## src/rtl/jt900h_regdump_if.sv

```systemverilog
// Dump-reader control/stream bundle: start/abort/status, register-file dump port,
// and the valid/ready byte stream toward the host link.
interface jt900h_regdump_if;
  logic       start;
  logic       abort;
  logic       busy;
  logic       done;
  logic [7:0] dmp_addr;
  logic [7:0] dmp_din;
  logic [7:0] tx_data;
  logic       tx_valid;
  logic       tx_ready;

  modport master (
    output start, abort, dmp_din, tx_ready,
    input  busy, done, dmp_addr, tx_data, tx_valid
  );

  modport slave (
    input  start, abort, dmp_din, tx_ready,
    output busy, done, dmp_addr, tx_data, tx_valid
  );
endinterface

```

## src/rtl/jt900h_regdump.sv

```systemverilog
// Register-dump reader: sweeps the dump port and streams HDR, data bytes and a
// two's-complement checksum through a small FIFO.
//
// state | meaning
// IDLE  | waiting for start; FIFO empty
// READ  | issuing dump addresses, capturing one byte per issue
// CSUM  | pushing the checksum once the FIFO has room
// DRAIN | waiting for the FIFO to empty, then done
module jt900h_regdump #(
  parameter logic [7:0] LAST_ADDR = 8'h4F,
  parameter logic [7:0] HDR       = 8'hA5,
  parameter int         DEPTH     = 4
) (
  input logic            clk,
  input logic            rst_n,
  jt900h_regdump_if.slave bus
);
  localparam int AW = $clog2(DEPTH);
  localparam logic [AW:0] DEPTH_C = (AW+1)'(DEPTH);

  typedef enum logic [1:0] {IDLE, READ, CSUM, DRAIN} state_t;

  state_t        state, state_nx;
  logic [7:0]    fifo [DEPTH];
  logic [AW-1:0] wr_ptr, rd_ptr;
  logic [AW:0]   count, count_pop;
  logic          inflight;
  logic [8:0]    nxt;
  logic [7:0]    sum;
  logic [7:0]    addr_r;
  logic          done_r;
  logic          pop, push, issue, clear, done_nx;
  logic [7:0]    push_data;

  assign pop          = (count != '0) && bus.tx_ready;
  assign count_pop    = count - (AW+1)'(pop);
  assign bus.tx_valid = (count != '0);
  assign bus.tx_data  = fifo[rd_ptr];
  assign bus.busy     = (state != IDLE);
  assign bus.done     = done_r;
  assign bus.dmp_addr = addr_r;

  always_comb begin
    state_nx  = state;
    push      = 1'b0;
    push_data = bus.dmp_din;
    issue     = 1'b0;
    clear     = 1'b0;
    done_nx   = 1'b0;
    case (state)
      IDLE: if (bus.start) begin
        clear     = 1'b1;
        push      = 1'b1;
        push_data = HDR;
        state_nx  = READ;
      end
      READ: begin
        // Room must cover both the stored bytes and the one still in flight.
        issue = (nxt <= {1'b0, LAST_ADDR}) &&
                ((count_pop + (AW+1)'(inflight)) < DEPTH_C);
        if (inflight) begin
          push = 1'b1;
          if (addr_r == LAST_ADDR) state_nx = CSUM;
        end
      end
      CSUM: if (count_pop != DEPTH_C) begin
        push      = 1'b1;
        push_data = 8'd0 - sum;
        state_nx  = DRAIN;
      end
      DRAIN: if (count_pop == '0) begin
        done_nx  = 1'b1;
        state_nx = IDLE;
      end
      default: ;
    endcase
    if (bus.abort) begin
      state_nx = IDLE;
      push     = 1'b0;
      issue    = 1'b0;
      clear    = 1'b1;
      done_nx  = 1'b0;
    end
  end

  always_ff @(posedge clk or negedge rst_n) begin
    if (!rst_n) begin
      state    <= IDLE;
      wr_ptr   <= '0;
      rd_ptr   <= '0;
      count    <= '0;
      inflight <= 1'b0;
      nxt      <= '0;
      sum      <= '0;
      addr_r   <= '0;
      done_r   <= 1'b0;
      for (int i = 0; i < DEPTH; i++) fifo[i] <= 8'h00;
    end else begin
      state    <= state_nx;
      inflight <= issue;
      done_r   <= done_nx;
      if (clear) begin
        rd_ptr <= '0;
        sum    <= '0;
        if (push) begin
          fifo[0] <= push_data;
          wr_ptr  <= AW'(1);
          count   <= (AW+1)'(1);
        end else begin
          wr_ptr <= '0;
          count  <= '0;
        end
      end else begin
        if (push) begin
          fifo[wr_ptr] <= push_data;
          wr_ptr       <= wr_ptr + 1'b1;
        end
        if (pop) rd_ptr <= rd_ptr + 1'b1;
        count <= count_pop + (AW+1)'(push);
        if (push && state == READ) sum <= sum + bus.dmp_din;
      end
      if (clear && push) begin
        nxt    <= '0;
        addr_r <= '0;
      end else if (issue) begin
        addr_r <= nxt[7:0];
        nxt    <= nxt + 9'd1;
      end
    end
  end
endmodule

```

## src/flat_wrapper.sv

```systemverilog
// flat-port wrapper written by rule: the top's interface ports become plain ports
module jt900h_regdump_flat 
#(
  parameter logic [7:0] LAST_ADDR = 8'h4F,
  parameter logic [7:0] HDR       = 8'hA5,
  parameter int         DEPTH     = 4
)
  (clk, rst_n, bus_start, bus_abort, bus_dmp_din, bus_tx_ready, bus_busy, bus_done, bus_dmp_addr, bus_tx_data, bus_tx_valid);
  jt900h_regdump_if bus_i ();
  input logic clk;
  input logic rst_n;
  input wire logic [$bits(bus_i.start)-1:0] bus_start;
  input wire logic [$bits(bus_i.abort)-1:0] bus_abort;
  input wire logic [$bits(bus_i.dmp_din)-1:0] bus_dmp_din;
  input wire logic [$bits(bus_i.tx_ready)-1:0] bus_tx_ready;
  output wire logic [$bits(bus_i.busy)-1:0] bus_busy;
  output wire logic [$bits(bus_i.done)-1:0] bus_done;
  output wire logic [$bits(bus_i.dmp_addr)-1:0] bus_dmp_addr;
  output wire logic [$bits(bus_i.tx_data)-1:0] bus_tx_data;
  output wire logic [$bits(bus_i.tx_valid)-1:0] bus_tx_valid;
  assign bus_i.start = bus_start;
  assign bus_i.abort = bus_abort;
  assign bus_i.dmp_din = bus_dmp_din;
  assign bus_i.tx_ready = bus_tx_ready;
  assign bus_busy = bus_i.busy;
  assign bus_done = bus_i.done;
  assign bus_dmp_addr = bus_i.dmp_addr;
  assign bus_tx_data = bus_i.tx_data;
  assign bus_tx_valid = bus_i.tx_valid;
  jt900h_regdump #(.LAST_ADDR(LAST_ADDR), .HDR(HDR), .DEPTH(DEPTH)) u_core (.clk(clk), .rst_n(rst_n), .bus(bus_i));
endmodule
```

## config.mk

```make
export PLATFORM = sky130hd
export DESIGN_NAME = jt900h_regdump_flat
export DESIGN_NICKNAME = d
export VERILOG_FILES = /design/src/rtl/jt900h_regdump_if.sv /design/src/rtl/jt900h_regdump.sv /design/src/flat_wrapper.sv
export SDC_FILE = /design/constraint.sdc
export NUM_CORES = 1
export LEC_CHECK = 0
export CAP_MARGIN = 20
export CORE_MARGIN = 5
export CORE_UTILIZATION = 60
export CTS_BUF_LIST = sky130_fd_sc_hd__clkbuf_2 sky130_fd_sc_hd__clkbuf_4 sky130_fd_sc_hd__clkbuf_8
export DETAILED_ROUTE_END_ITERATION = 7
export PLACE_DENSITY = 0.82
export SETUP_SLACK_MARGIN = 0.2
export SLEW_MARGIN = 40
export SYNTH_ARGS = -nofsm -noshare
export SYNTH_HDL_FRONTEND = slang
export SYNTH_SLANG_ARGS = --single-unit
```

## constraint.sdc

```tcl
create_clock -name clk -period 3.9 [get_ports clk]
set_input_delay 0.39 -clock clk [delete_from_list [all_inputs] [get_ports clk]]
set_output_delay 0.39 -clock clk [all_outputs]
set_load 0.01 [all_outputs]
```

; Word level (Yosys, flattened, before mapping)
; Cells that the tools add are included.
[word_totals]
inputBits = 13
ff_bits = 68
elab_cells = 98
out_inout_bits = 19
[classes]
n_mux = 44
n_bitwise = 3
n_lt_le_gt_ge = 5
add_sub_neg = 8
n_eq_ne = 10
n_reduce_logical = 15
[ops]
columns = operator, n
row1 = $mux 8, 11
row2 = $bwmux 32, 1
row3 = $mux 32, 1
row4 = $mux 2, 10
row5 = $mux 9, 2
row6 = $bmux 8 s2, 1
row7 = $demux 8 s2, 1
row8 = $pmux 8 s2, 1
row9 = $mux 1, 13
row10 = $ne 3x2->1 const B, 4
row11 = $reduce_bool 2->1, 5
row12 = $add 9x1->9 const B, 1
row13 = $le 9x7->1 const B, 1
row14 = $add 8x8->8, 1
row15 = $eq 8x7->1 const B, 1
row16 = $pmux 2 s4, 1
row17 = $sub 1x8->8 const A, 1
row18 = $add 3x1->3, 2
row19 = $ge 3x3->1 const B, 2
row20 = $ne 3x3->1 const B, 2
row21 = $not 2->3, 2
row22 = $logic_and 1x1->1, 5
row23 = $reduce_and 5->1, 1
row24 = $add 2x1->2 const B, 2
row25 = 12 further kinds, 13

; Longest topological paths before layout
[logic_depth]
depth_word = 10
ltp_mapped = 11
mapped_depth_nobuf = 11

; Worst setup path after synthesis
; No wires, ideal clock.
[synth_timing]
path_type = reg-to-reg
from = register u_core.count[1]
to = register u_core.fifo[0] (netlist bit)
path_buffers = 1
setup_slack_ns = 0.922
period_less_slack_ns = 2.978
required_time_ns = 3.775
arrival_ns = 2.853
setup_ns = 0.125
stages_incl_launch_ff = 11
path_cell_list = dfrtp_1 or3_2 and2_1 ha_1 ha_1 xnor2_2 a211oi_4 nor3_4 and3_1 buf_6 mux2_4
[synth_via]
elab_chain_cells = 8
elab_cells_between_ends = 11
cone_classes = 1 x add/sub / 1 x eq/ne / 6 x mux / 3 x reduce/logical
[synth_lines]
columns = item, line_no
row1 = start: declaration, jt900h_regdump.sv:26  ; logic [AW:0] count, count_pop;
row2 = start signal: assignment, jt900h_regdump.sv:108  ; count <= (AW+1)'(1);
row3 = start signal: assignment, jt900h_regdump.sv:119  ; count <= count_pop + (AW+1)'(push);
row4 = $reduce_bool 3->1 (*), -
row5 = via bus_tx_valid, flat_wrapper.sv:20  ; output wire logic [$bits(bus_i.tx_valid)-1:0] bus_tx_valid;
row6 = $logic_and 1x1->1 (*), jt900h_regdump.sv:35  ; assign pop = (count != '0) && bus.tx_ready;
row7 = $sub 3x1->3 (*), jt900h_regdump.sv:36  ; assign count_pop = count - (AW+1)'(pop);
row8 = $ne 3x3->1 (*), jt900h_regdump.sv:66  ; CSUM: if (count_pop != DEPTH_C) begin
row9 = $mux 1, jt900h_regdump.sv:66
row10 = $pmux 1 s3, jt900h_regdump.sv:50  ; case (state)
row11 = $mux 1, jt900h_regdump.sv:77  ; if (bus.abort) begin
row12 = $reduce_and 2->1 (no line), -
row13 = end signal: indexed assignment, jt900h_regdump.sv:115  ; fifo[wr_ptr] <= push_data;
row14 = end: declaration, jt900h_regdump.sv:24  ; logic [7:0] fifo [DEPTH];
; Mark *: on every way through the listed nets, which the timed path passes. The rest lies on a longest branch.
; A chain may end at the register's enable or synchronous reset.

; Worst setup path in the final report
[layout_timing]
from = register u_core.count[1]
to = register u_core.fifo[21] (netlist bit)
[layout_via]
elab_chain_cells = 8
elab_cells_between_ends = 11
cone_classes = 1 x add/sub / 1 x eq/ne / 6 x mux / 3 x reduce/logical
[layout_lines]
columns = item, line_no
row1 = $reduce_bool 3->1, jt900h_regdump.sv:35
row2 = $logic_and 1x1->1, jt900h_regdump.sv:35
row3 = $sub 3x1->3 (*), jt900h_regdump.sv:36
row4 = $ne 3x3->1 (*), jt900h_regdump.sv:66
row5 = $mux 1, jt900h_regdump.sv:66
row6 = $pmux 1 s3, jt900h_regdump.sv:50
row7 = $mux 1, jt900h_regdump.sv:77
row8 = $reduce_and 2->1 (no line), -
; Mark *: on every way between the ends. The rest lies on a longest branch, timed or not.

==> qor.csv <==
metric;value;unit
status;complete, but fails checks;
failing checks;hold timing;
# Post-CTS Setup Buffers;0;
Fin. Hold Viols;33;
CTS tree;built;
Yosys top cell area share;43.6;%
internal power;1.88;mW
first-pass GRT wire length;13.7;mm
post-synth design cell area;0.00390;mm²
number of DRC markers in iteration 0;115;
Via density;5.95;
area leader, netlist;dfrtp_1;
Mapped Nets;369;
cts-stage hold buffer count;0;
pwr dens;650;mW/mm²
#FFs+latches synth;68;
Req. time, crit path;4120;ps
CP top delay family;simple AND/OR/NAND/NOR gates;
Gate Count Post-Synth;333;
H-tree levels;3;
Slew HR;47.7;%
Nets;400;
Synth Area per Inst;11.7;µm²
top cells by count, synth;dfrtp_1 (68), mux2_4 (24), nand2_1 (24);
vias in the first global route;2716;
total negative setup slack;0;ps
switching pwr;1.03;mW
synth top area cells;dfrtp_1 (44%), mux2_4 (9.2%), ha_1 (7.1%);
layout cells sized above 1;18.4;%
I/O Buffers;31;
Initial Util;61.5;%
Netlist cell types;53;
Async SR Flop Fraction;100;%
Placement Cell Area;0.00424;mm²
Num CTS Buffers;9;
Arr. time, crit path;3590;ps
Max stage delay cell, worst path;and3_1;
f_max;297;MHz
Area Growth Syn to Fin;14.8;%
Antenna Nets Post-Route;0;
Peak VDD IR;0.388;mV
sequential area share after synthesis;43.6;%
crit path time final;3360;ps
core area;0.00635;mm²
Logic pwr share;42.3;%
worst slew pin tran;785;ps
Final GP Congestion;0.862;
TritonRoute pass-1 iters;5;
endpoints failing setup;0;
Clock Sinks;68;
CP startpoint kind;flip-flop;
die width;90.7;µm
global route overflow;0;
Slew Viols, Final;0;
final instance area;0.00448;mm²
Crit Path Category;flip-flop to flip-flop;
RSZ-0062 raised after global routing;no;
clk slew on worst S/H paths;70;ps
CP Max Fanout;8;
All-Layer GR Usage;20.4;%
register share of total power;34.6;%
DIE AREA;0.00822;mm²
detailed placement HPWL;5.77;mm
ANT cells;0;
Main synth FF type;dfrtp_1;
most used cell, CP;ha_1;
Tot Pwr;2.91;mW
Max stage delay on crit path;570;ps
hold slack;-23.6;ps
CP endpoint kind;flip-flop;
WL per Instance;17.8;µm
Leakage;2.03;nW
Hold WC Path Type;input port to async pin;
EDFF count, synth;0;
buffers and inverters on the worst path;0;
pin count of the biggest net entering global routing;36;
clock tree root buffer cell;clkbuf_8;
clock latency at the later pin of the worst-skew pair;340;ps
die height;90.7;µm
number of antenna violations at the first check in global routing;0;
post_cts resized;0;
yosys warns;0;
drt drc;0;
I/O Pins;32;
CP cell instances;or3_2, and2_1, ha_1, ha_1, xnor2_2, a211oi_4, nor3_4, and3_1, mux2_4;
Vias;2652;
Max-Cap Viols;0;
dpl ws;571;ps
final worst-path cycle share;86.3;%
Clock Power Share;23.1;%
Row Count;29;
Sw Ratio;35.4;%
worst setup margin;536;ps
filler instances;468;
top-count cell post-synth;dfrtp_1;
Clock Tree Buf Depth;2;
Max Clock Skew;11.7;ps
total wire length;7.96;mm
-- per-layer routing --
layer | vias to the layer above | GRT usage (%) | part of all wire [%]
li1 | 1261 | - | -
met1 | 1303 | 29.7 | 48
met2 | 74 | 31.2 | 46
met3 | 14 | 3.08 | 4.0
met4 | 0 | 7.07 | 1.3
met5 | - | 0 | 0
-- worst paths after layout --
check / from / endpoint / slack, ps / cells past startpoint
max: u_core.count[1] / u_core.fifo[21] / 540 / 9
min: rst_n / u_core.fifo[26] / -20 / 1
max reg2reg: u_core.count[1] / u_core.fifo[21] / 540 / 9
min reg2reg: u_core.fifo[26] / u_core.fifo[26] / 500 / 1
max in group asynchronous: rst_n / u_core.nxt[5] / 3120 / 2
min in group clk: u_core.fifo[26] / u_core.fifo[26] / 500 / 1
-- area by class of cell --
type	instances	area (µm²)	area share [%]
Clock inverter	5	83.8	1.87
Tap cell	77	96.3	2.15
Inverter	20	75.1	1.68
Multi-Input combinational cell	230	2030	45.4
Clock buffer	11	151	3.38
Timing Repair Buffer	35	338	7.54
Sequential cell	68	1700	38.0
-- stage by stage --
step / util (%) / instances
2_1_floorplan: - / 333
3_3_place_gp: 66.8 / 430
3_5_place_dp: 66.8 / 430
4_1_cts: 70.5 / 446
5_1_grt: 70.5 / 446
6_report: 70.5 / 446
-- placed cells by master (no fill, tap or decap), drive strengths merged, types with 8 or more instances in the layout --
| master | count |
|---|---|
| ha | 22 |
| dfrtp | 68 |
| xor2 | 8 |
| mux2 | 32 |
| clkbuf | 11 |
| mux2i | 10 |
| xnor2 | 9 |
| o21ai | 14 |
| nor2 | 23 |
| mux4 | 8 |
| a21oi | 16 |
| clkdlybuf4s50 | 30 |
| inv | 20 |
| nand2 | 24 |
-- power by group through the flow --
stage / clock, mW / combinational [mW] / sequential (mW)
2_1_floorplan: 0 / 0.907 / 0.964
3_3_place_gp: 0 / 1.20 / 1.01
3_5_place_dp: 0 / 1.23 / 1.02
4_1_cts: 0.684 / 1.24 / 1.01
5_1_grt: 0.722 / 1.36 / 1.03
6_report: 0.672 / 1.23 / 1.01
-- logic make-up (layout without fill, tap and decap cells) --
family	count (synthesis)	after routing	share of synthesized area (%)
buf+inv	35	71	4.30
fa+ha+maj	23	23	7.57
mux	50	50	18.7
simple gates	76	76	9.91
xor+xnor	17	17	4.01
compound gates	64	64	11.9
flops	68	68	43.6
-- registers in the layout, indices dropped and copies added (netlist names), 2 cells and up --
name                 cells
u_core.bus.dmp_addr      8
u_core.count             3
u_core.fifo             32
u_core.nxt               9
u_core.rd_ptr            2
u_core.state             2
u_core.sum               8
u_core.wr_ptr            2
(Power assumes the default switching activity.)
